[src/rtl/watchdog_core.sv]
// Windowed watchdog: a closed first window (service is an error), an open second window
// (service required), error counting with an optional reset-request fault. Option: WD_PRESCALER_EN.
module watchdog_core (
    input  logic       CLK,
    input  logic       RST,
    input  logic [7:0] FWLEN,
    input  logic [7:0] SWLEN,
    input  logic [7:0] RST_LMT,
    input  logic       WDSRVC,
    input  logic       INIT,
    output logic       WDRST,
    output logic       ERR_PLS,
    output logic [7:0] ERR_CNT,
    output logic [1:0] WDSTATE,
    output logic       WINOPEN
);

    typedef enum logic [1:0] {
        S_IDLE   = 2'b00,
        S_FIRST  = 2'b01,
        S_SECOND = 2'b10,
        S_FAULT  = 2'b11
    } state_t;

    state_t     r_state;
    state_t     w_next;
    logic       r_srvc_q;
    logic [7:0] r_win_cnt;
    logic [7:0] w_win_cnt_nxt;
    logic [7:0] r_err_cnt;
    logic [7:0] w_err_cnt_nxt;
    logic       r_err_pls;
    logic       w_err_evt;
    logic       w_srvc_evt;
    logic       w_tick;
    logic       w_win_entry;
    logic [7:0] w_fw_last;
    logic [7:0] w_sw_last;
    logic [7:0] w_err_inc;

    assign w_srvc_evt = WDSRVC & ~r_srvc_q;
    assign w_fw_last  = (FWLEN == 8'd0) ? 8'd0 : FWLEN - 8'd1;
    assign w_sw_last  = (SWLEN == 8'd0) ? 8'd0 : SWLEN - 8'd1;
    assign w_err_inc  = (r_err_cnt == 8'hFF) ? 8'hFF : r_err_cnt + 8'd1;

`ifdef WD_PRESCALER_EN
    logic [7:0] r_presc;

    // A window restart also restarts the prescaler so every window is an exact tick multiple.
    always_ff @(posedge CLK or negedge RST) begin
        if (!RST) begin
            r_presc <= '0;
        end else if (r_state == S_IDLE || w_win_entry) begin
            r_presc <= '0;
        end else if (r_state != S_FAULT) begin
            r_presc <= r_presc + 8'd1;
        end
    end

    assign w_tick = (r_presc == 8'hFF);
`else
    assign w_tick = 1'b1;
`endif

    always_ff @(posedge CLK or negedge RST) begin
        if (!RST) begin
            r_state   <= S_IDLE;
            r_win_cnt <= '0;
            r_err_cnt <= '0;
            r_err_pls <= 1'b0;
            r_srvc_q  <= 1'b0;
        end else begin
            r_state   <= w_next;
            r_win_cnt <= w_win_cnt_nxt;
            r_err_cnt <= w_err_cnt_nxt;
            r_err_pls <= w_err_evt;
            r_srvc_q  <= WDSRVC;
        end
    end

    always_comb begin
        w_next        = r_state;
        w_win_cnt_nxt = r_win_cnt;
        w_err_evt     = 1'b0;
        w_win_entry   = 1'b0;
        if (!INIT) begin
            w_next        = S_IDLE;
            w_win_cnt_nxt = '0;
        end else begin
            case (r_state)
                S_IDLE: begin
                    w_next        = S_FIRST;
                    w_win_cnt_nxt = '0;
                    w_win_entry   = 1'b1;
                end
                S_FIRST: begin
                    if (w_srvc_evt) begin
                        w_err_evt     = 1'b1;
                        w_win_cnt_nxt = '0;
                        w_win_entry   = 1'b1;
                    end else if (w_tick) begin
                        if (r_win_cnt == w_fw_last) begin
                            w_next        = S_SECOND;
                            w_win_cnt_nxt = '0;
                            w_win_entry   = 1'b1;
                        end else begin
                            w_win_cnt_nxt = r_win_cnt + 8'd1;
                        end
                    end
                end
                S_SECOND: begin
                    if (w_srvc_evt) begin
                        w_next        = S_FIRST;
                        w_win_cnt_nxt = '0;
                        w_win_entry   = 1'b1;
                    end else if (w_tick) begin
                        if (r_win_cnt == w_sw_last) begin
                            w_err_evt     = 1'b1;
                            w_next        = S_FIRST;
                            w_win_cnt_nxt = '0;
                            w_win_entry   = 1'b1;
                        end else begin
                            w_win_cnt_nxt = r_win_cnt + 8'd1;
                        end
                    end
                end
                default: begin
                    w_next = S_FAULT;
                end
            endcase
        end

        // Fault check uses the post-increment count so FAULT lands on the same edge.
        w_err_cnt_nxt = r_err_cnt;
        if (!INIT || r_state == S_IDLE) begin
            w_err_cnt_nxt = '0;
        end else if (w_err_evt) begin
            w_err_cnt_nxt = w_err_inc;
            if (RST_LMT != 8'd0 && w_err_inc >= RST_LMT) begin
                w_next = S_FAULT;
            end
        end
    end

    always_comb begin
        WDSTATE = r_state;
        WINOPEN = (r_state == S_SECOND);
        WDRST   = (r_state == S_FAULT);
        ERR_PLS = r_err_pls;
        ERR_CNT = r_err_cnt;
    end

endmodule

[config.mk]
export PLATFORM = sky130hd
export DESIGN_NAME = watchdog_core
export DESIGN_NICKNAME = d
export VERILOG_FILES = /design/src/rtl/watchdog_core.sv
export SDC_FILE = /design/constraint.sdc
export NUM_CORES = 1
export LEC_CHECK = 0
export ABC_AREA = 1
export CAP_MARGIN = 20
export CELL_PAD_IN_SITES_DETAIL_PLACEMENT = 0
export CELL_PAD_IN_SITES_GLOBAL_PLACEMENT = 2
export CORE_UTILIZATION = 28
export CTS_CLUSTER_DIAMETER = 200
export DETAILED_ROUTE_END_ITERATION = 10
export MAX_ROUTING_LAYER = met4
export PLACE_DENSITY_LB_ADDON = 0.1
export RECOVER_POWER = 25
export SKIP_LAST_GASP = 1
export SYNTH_ARGS = -nofsm -noshare
export SYNTH_HDL_FRONTEND = slang
export SYNTH_SLANG_ARGS = --single-unit
[constraint.sdc]
create_clock -name CLK -period 3.2 [get_ports CLK]
set_clock_uncertainty 0.1 [all_clocks]
set_input_delay 0.64 -clock CLK [delete_from_list [all_inputs] [get_ports CLK]]
set_output_delay 0.64 -clock CLK [all_outputs]
set_load 0.005 [all_outputs]
### Word-level counts from Yosys, hierarchy flattened

Index checks and enable logic that the tools add are counted.

| word-level totals | value |
|---|---|
| input bits | 28 |
| output and inout bits | 13 |
| bits in registers | 20 |
| logic and storage cells | 52 |

| operators by class | value |
|---|---|
| mux-type cells | 25 |
| equal/unequal tests | 7 |
| reduce and logical (&&, ||, !) cells | 8 |
| $lt $le $gt $ge | 1 |
| add/sub/neg operators | 4 |
| bitwise gates (word level) | 2 |

Operator list:

| operator | count |
|---|---|
| $mux 8 | 10 |
| $pmux 8 s3 | 1 |
| $add 8x1->8 const B | 2 |
| $eq 8x8->1 | 2 |
| $logic_not 8->1 | 2 |
| $mux 2 | 8 |
| $sub 8x1->8 const B | 2 |
| $eq 8x8->1 const B | 1 |
| $ge 8x8->1 | 1 |
| $reduce_bool 8->1 | 1 |
| $pmux 2 s3 | 1 |
| $eq 2x2->1 const B | 2 |
| $mux 1 | 4 |
| $ne 4x1->1 const B | 1 |
| $eq 2x1->1 const B | 1 |
| $logic_not 2->1 | 1 |
| $pmux 1 s2 | 1 |
| $reduce_bool 2->1 | 1 |
| $and 1x1->1 | 1 |
| $logic_and 1x1->1 | 1 |
| $logic_not 1->1 | 1 |
| $logic_or 1x1->1 | 1 |
| $not 1->1 | 1 |

### Depth between registers and ports, before layout

Gate-level depths: netlist of the first run.

| depth | value |
|---|---|
| depth in word-level cells | 10 |
| depth in mapped cells | 20 |

### Least setup slack after synthesis of the first run

Ideal clock, no wire load.

| path | value |
|---|---|
| path type | register -> register |
| start point | register r_err_cnt[0] (netlist: ERR_CNT[0]) |
| end point | register r_state[0] (netlist: WDSTATE[0]) |
| stages on the path, launching flop included | 19 |
| setup time | 0.119 ns |
| data required time | 2.981 ns |
| clock period less this slack | 2.401 ns |
| setup slack | 0.799 ns |
| arrival | 2.183 ns |
| cell sequence | dfrtp_1 -> ha_1 -> nand2_1 -> nor2_1 -> inv_1 -> nor2_1 -> nand2_1 -> nor3_1 -> inv_1 -> nand3_1 -> ha_1 -> a21oi_1 -> o21ai_0 -> nand2_1 -> o2111ai_1 -> o41ai_1 -> inv_1 -> nand4_2 -> nand2_1 |

| between the ends | value |
|---|---|
| longest elaborated chain between the ends | 7 |

RTL lines:

| item | RTL line | RTL |
|---|---|---|
| start, declared | 30 | `logic [7:0] r_err_cnt;` |
| start signal, assigned | 75 | `r_err_cnt <= w_err_cnt_nxt;` |
| $add 8x1->8 / $eq 8x8->1 (equally long branches) | 44 | `assign w_err_inc = (r_err_cnt == 8'hFF) ? 8'hFF : r_err_cnt + 8'd1;` |
| $mux 8 (*) | 44 |  |
| $ge 8x8->1 (*) | 139 | `if (RST_LMT != 8'd0 && w_err_inc >= RST_LMT) begin` |
| $logic_and 1x1->1 (*) | 139 |  |
| $mux 2 (*) | 139 |  |
| $mux 2 (*) | 137 | `end else if (w_err_evt) begin` |
| $mux 2 (*) | 135 | `if (!INIT \|\| r_state == S_IDLE) begin` |
| net w_next[0] | 26 | `state_t w_next;` |
| end signal, assigned | 73 | `r_state <= w_next;` |
| end, declared | 25 | `state_t r_state;` |

Mark *: on every way through the listed nets, which the timed path passes. The rest lies on a longest branch.
A chain may end at the register's enable or synchronous reset.

### Worst setup path after layout of the first run

| path | value |
|---|---|
| start point | register r_err_cnt[1] (netlist: ERR_CNT[1]) |
| end point | register r_state[1] (netlist: WDSTATE[1]) |

The elaborated chain is that of the path after synthesis.

==> results of run 1 <==
[worst max-delay path, stage by stage, from the launching register on]
cell	delay (ns)
dfrtp_2	0.43
ha_1	0.18
nand2_1	0.07
nor2_1	0.09
inv_1	0.05
nor2_1	0.11
nand2_1	0.11
nor3_1	0.20
inv_1	0.13
o21ai_0	0.18
ha_1	0.32
nand2_1	0.08
nor2_1	0.05
nand4_1	0.07
o2111ai_1	0.13
o41ai_1	0.09
inv_1	0.12
nand4_2	0.13
nand2_1	0.07
[logic make-up after synthesis]
group,share of synthesized area (%)
flip-flops,22.4
AND/OR/NAND/NOR,45.6
buffers and inverters,10.9
XOR/XNOR,3.13
AO/OA/AOI/OAI,8.50
adder cells (fa/ha/maj),9.51
[cells in the final DEF (no fill, tap or decap), drive strengths merged]
master and n:
nor2 33, nand4 18, bufinv 1, ha 17
buf 2, nor3 7, nand3 50, o21ai 21
clkinv 2, dfrtp 20, dlygate4sd3 2, a22o 1
nand2 106, or2 1, xor2 8, o41ai 1
inv 59, o2111ai 1, clkdlybuf4s50 38, and2 1
clkbuf 4, a21oi 5
[power by group]
part / internal [mW] / switching (mW)
registers: 0.255 / 0.00331
clock network: 0.167 / 0.0930
logic: 0.0678 / 0.0932
total: 0.490 / 0.189
[Yosys cell counts]
cell       number
a21oi_1         5
a22o_1          1
and2_1          1
buf_6           1
clkinv_1        2
dfrtp_1        20
ha_1           17
inv_1          57
inv_2           1
inv_4           1
nand2_1        99
nand2_2         5
nand2_4         2
nand3_1        45
nand3_2         5
nand4_1        17
nand4_2         1
nor2_1         27
nor2_2          3
nor2_4          3
nor3_1          7
o2111ai_1       1
o21ai_0        12
o21ai_1         2
o21ai_2         6
o21ai_4         1
o41ai_1         1
or2_2           1
xor2_1          8
[final cells by class]
cell class	count	area, sq um	share of cell area (%)
clock buffer	3	41.3	1.45
clock inverter	1	30.0	1.06
multi-input combinational	270	1490	52.5
timing repair buffer	43	419	14.7
inverter	61	231	8.14
tap	102	128	4.49
sequential	20	502	17.6
[state kept, by name, indices dropped and copies added (netlist names)]
| signal | cells |
|---|---|
| ERR_PLS | 1 |
| r_srvc_q | 1 |
| WDSTATE | 2 |
| ERR_CNT | 8 |
| r_win_cnt | 8 |
[stage by stage]
| stage | std cells | util, % | power [mW] | setup slack [ns] |
|---|---|---|---|---|
| after floorplan | 352 | - | 0.354 | 0.799 |
| after global placement | 496 | 35.9 | 0.427 | 0.149 |
| after detailed placement | 496 | 35.9 | 0.426 | 0.170 |
| after CTS | 500 | 36.9 | 0.691 | 0.266 |
| after global routing | 500 | 36.8 | 0.719 | 0.00710 |
| final | 500 | 36.8 | 0.679 | 0.374 |
[metal layers]
layer | vias to the layer above | global-route usage [%] | share of wire, % | wire, um
met5 | - | - | 0 | 0
li1 | 1241 | - | - | -
met4 | 0 | 1.59 | 0.55 | 34
met3 | 4 | 2.60 | 2.9 | 176
met1 | 1009 | 19.6 | 47 | 2930
met2 | 35 | 28.4 | 49 | 3030
[final timing paths]
kind / endpoint / depth (start not counted) / startpoint / slack [ns]
max in group asynchronous: ERR_CNT[1]$_DFFE_PN0P_ / 2 / RST / 1.12
worst min-delay path: ERR_CNT[4]$_DFFE_PN0P_ / 2 / ERR_CNT[4]$_DFFE_PN0P_ / 0.48
worst max register to register: WDSTATE[1]$_DFF_PN0_ / 18 / ERR_CNT[1]$_DFFE_PN0P_ / 0.37
worst max-delay path: WDSTATE[1]$_DFF_PN0_ / 18 / ERR_CNT[1]$_DFFE_PN0P_ / 0.37
min in group asynchronous: WDSTATE[1]$_DFF_PN0_ / 2 / RST / 1.05
worst min register to register: ERR_CNT[4]$_DFFE_PN0P_ / 2 / ERR_CNT[4]$_DFFE_PN0P_ / 0.48
==> run metrics, run 1 <==
routed wire length 6.17 mm; unrepaired setup endpoints after global routing no; hpwl dp 5.04 mm; Synth Cell Area 2240 sq um; die area 8350 sq um; first-pass GRT wire length 10.5 mm; antenna violations before repair 0; Post-CTS Resized 0; top cell type by total area after synthesis dfrtp_1; Least-Margin Pin Slew 1.25 ns; clock tree root buffer cell clkbuf_8; # setup viols final 0; fraction of layout cells with a size suffix above 1 9.05%; worst vdd ir 0.000166 V; Area contributors post-synth dfrtp_1 (22%), nand2_1 (17%), nand3_1 (10%), inv_1 (9.6%), ha_1 (9.5%); Mapped Nets 397; Seq/Total Area, Yosys 22.4%; Fillers 870; placed cell areas 2780 sq um; global route total overflow 0; outcome complete, no violations; fin crit share 88.3%; #FFs+latches synth 20; max_slew headroom 16.4%; post-layout instance area 2850 sq um; chip width 91.4 um; Pleak 1.44 nW; Starting Density 29.0%; Worst Setup Start Kind flop; post-CTS setup buffers 0; Max Slew Vio Count 0; min Tclk post-route 2.83 ns; CTS Hold Bufs 0; Pre-antenna DRT Iters 4; Clock Path Buffers 2; vias 2289; area grow syn2layout 27.2%; DRC errors left 0; Buffers on Ports 40; TritonCTS clock tree yes; Crit path arrival time 2.89 ns; CP Capture Type flop; largest net degree at the start of global routing 21; Final nets 444; CTS buffer count 3; H-tree depth 1; FMAX 354 MHz; clock transition at the registers of the reported paths 0.09 ns; Syn Inst Count 352; CP required 3.26 ns; core area 7730 sq um; number of max-cap violations 0; Setup TNS 0 ns; n_diodes 0; antenna viol nets, final 0; Mean Syn Cell Area 6.36 sq um; Worst Setup Path Type reg2reg; global placement routability congestion 0.808; Iter 0 DRT Violations 98; crit-path max FO 5; Die Ht 91.4 um; Hold Path Class reg2reg; Routed WL per cell 12.3 um; Synth top area share 22.4%; worst skew pair latency 0.27 ns; Clock Sinks 20; synth warn 0; Via density 4.58; GRT Overall Usage 16.0%; vias in the first global route 2298; IO Count 41; PwrDens 239 nW/um^2; Yosys cell types 29; Cell Rows 32; WHS 0.477 ns; Final Hold Vio Count 0
Power figures use the tool's default switching activity.
==> run 2: changes to the inputs <==
==> constraint.sdc (replaced) <==
create_clock -name CLK -period 3.2 [get_ports CLK]
set_clock_uncertainty 0.1 [all_clocks]
set_input_delay 0.64 -clock CLK [delete_from_list [all_inputs] [get_ports CLK]]
set_output_delay 0.64 -clock CLK [all_outputs]
set_load 0.1 [all_outputs]
==> run metrics, run 2 (synthesis gave the netlist of run 1 again) <==
TritonCTS clock tree yes; Hold Path Class reg2reg; Clock Path Buffers 2; area grow syn2layout 26.0%; clock tree root buffer cell clkbuf_8; CTS Hold Bufs 0; Die Ht 91.4 um; # setup viols final 0; Max Slew Vio Count 0; routed wire length 6.18 mm; largest net degree at the start of global routing 21; Buffers on Ports 40; CP required 3.26 ns; global route total overflow 0; Least-Margin Pin Slew 1.32 ns; fraction of layout cells with a size suffix above 1 12.6%; Worst Setup Path Type reg2reg; antenna viol nets, final 0; Setup WS pre-CTS 0.150 ns; Pleak 1.47 nW; vias in the first global route 2291; min Tclk post-route 2.79 ns; GRT Overall Usage 15.7%; fin util 36.5%; worst vdd ir 0.000142 V; FMAX 359 MHz; n_diodes 0; number of max-cap violations 0; max_slew headroom 12.3%; Final nets 444; Clock Sinks 20; clock transition at the registers of the reported paths 0.09 ns; Setup TNS 0 ns; hpwl dp 5.04 mm; setup ws final 0.411 ns; Routed WL per cell 12.4 um; outcome complete, no violations; unrepaired setup endpoints after global routing no; die area 8350 sq um; Cell Rows 32; core area 7730 sq um; crit-path max FO 5; Iter 0 DRT Violations 54; Via density 4.60; most frequent cells in the layout nand2_1 (99), inv_1 (57), nand3_1 (45); DRC errors left 0; Worst Setup Start Kind flop; IO Count 41; antenna violations before repair 0; PwrDens 244 nW/um^2; Pre-antenna DRT Iters 4; worst skew pair latency 0.26 ns; Starting Density 29.0%; CTS buffer count 3; commonest non-fill, non-tap cell in the layout nand2_1; first-pass GRT wire length 10.4 mm; global placement routability congestion 0.781; fin crit share 87.1%; vias 2299; H-tree depth 1; Final Hold Vio Count 0; CP Capture Type flop; chip width 91.4 um; Crit path arrival time 2.85 ns
==> run 2: cell count changes in the layout (fill, tap and decap cells not counted) <==
cell / delta
buf_4: +13
clkdlybuf4s50_1: -13
nor3_1: -1
nor3_2: +1
==> run 2: per-stage QoR <==
step	cells	power (mW)	area, sq um	hold slack, ns
floorplan	352	0.364	2240	0.244
global placement	496	0.437	2740	0.440
finish	500	0.687	2820	0.451
CTS	500	0.699	2820	0.461
global route	500	0.727	2820	0.505
detailed placement	496	0.437	2740	0.438
==> run 2: path summary, 6_finish.rpt <==
kind / start / end / slack (ns) / cells after the start
hold / removal: ERR_CNT[4]$_DFFE_PN0P_ / ERR_CNT[4]$_DFFE_PN0P_ / 0.45 / 2
hold reg to reg: ERR_CNT[4]$_DFFE_PN0P_ / ERR_CNT[4]$_DFFE_PN0P_ / 0.45 / 2
min in group asynchronous: RST / WDSTATE[0]$_DFF_PN0_ / 1.09 / 2
setup reg to reg: ERR_CNT[1]$_DFFE_PN0P_ / WDSTATE[1]$_DFF_PN0_ / 0.41 / 18
max in group asynchronous: RST / ERR_CNT[1]$_DFFE_PN0P_ / 1.04 / 2
setup / recovery: ERR_CNT[1]$_DFFE_PN0P_ / WDSTATE[1]$_DFF_PN0_ / 0.41 / 18
==> run 2: power breakdown <==
| group | internal, mW | switching, mW | leakage, nW |
|---|---|---|---|
| Combinational | 0.0674 | 0.104 | 1.16 |
| Sequential | 0.255 | 0.00319 | 0.274 |
| Clock | 0.167 | 0.0906 | 0.0357 |
==> run 2: routing by layer <==
| layer | routed length [um] | vias to the layer above | part of all wire (%) | global-route usage, % |
|---|---|---|---|---|
| met5 | 0 | - | 0 | - |
| met3 | 151 | 2 | 2.4 | 2.18 |
| met2 | 3130 | 29 | 51 | 28.6 |
| li1 | - | 1237 | - | - |
| met4 | 11 | 0 | 0.18 | 1.19 |
| met1 | 2890 | 1031 | 47 | 19.1 |
==> run 2: layout make-up <==
type	count	area [sq um]
Clock inverter	1	30.0
Multi-Input combinational cell	270	1500
Fill cell	873	4910
Timing Repair Buffer	43	387
Sequential cell	20	502
Clock buffer	3	41.3
Tap cell	102	128
Inverter	61	231
==> run 2: timing repair <==
item	4_1_cts	5_1_grt
setup buffers	0	0
setup endpoints to repair	0	2
resized for setup	0	2
==> run 2: worst max-delay path: stages, from the launching register on <==
cell	delay, ns
dfrtp_2	0.42
ha_1	0.18
nand2_1	0.08
nor2_1	0.10
inv_1	0.06
nor2_1	0.11
nand2_1	0.12
nor3_2	0.16
inv_1	0.12
nand3_1	0.14
ha_1	0.26
a21oi_1	0.14
o21ai_0	0.11
nand2_1	0.07
o2111ai_1	0.09
o41ai_1	0.08
inv_1	0.12
nand4_2	0.13
nand2_1	0.07
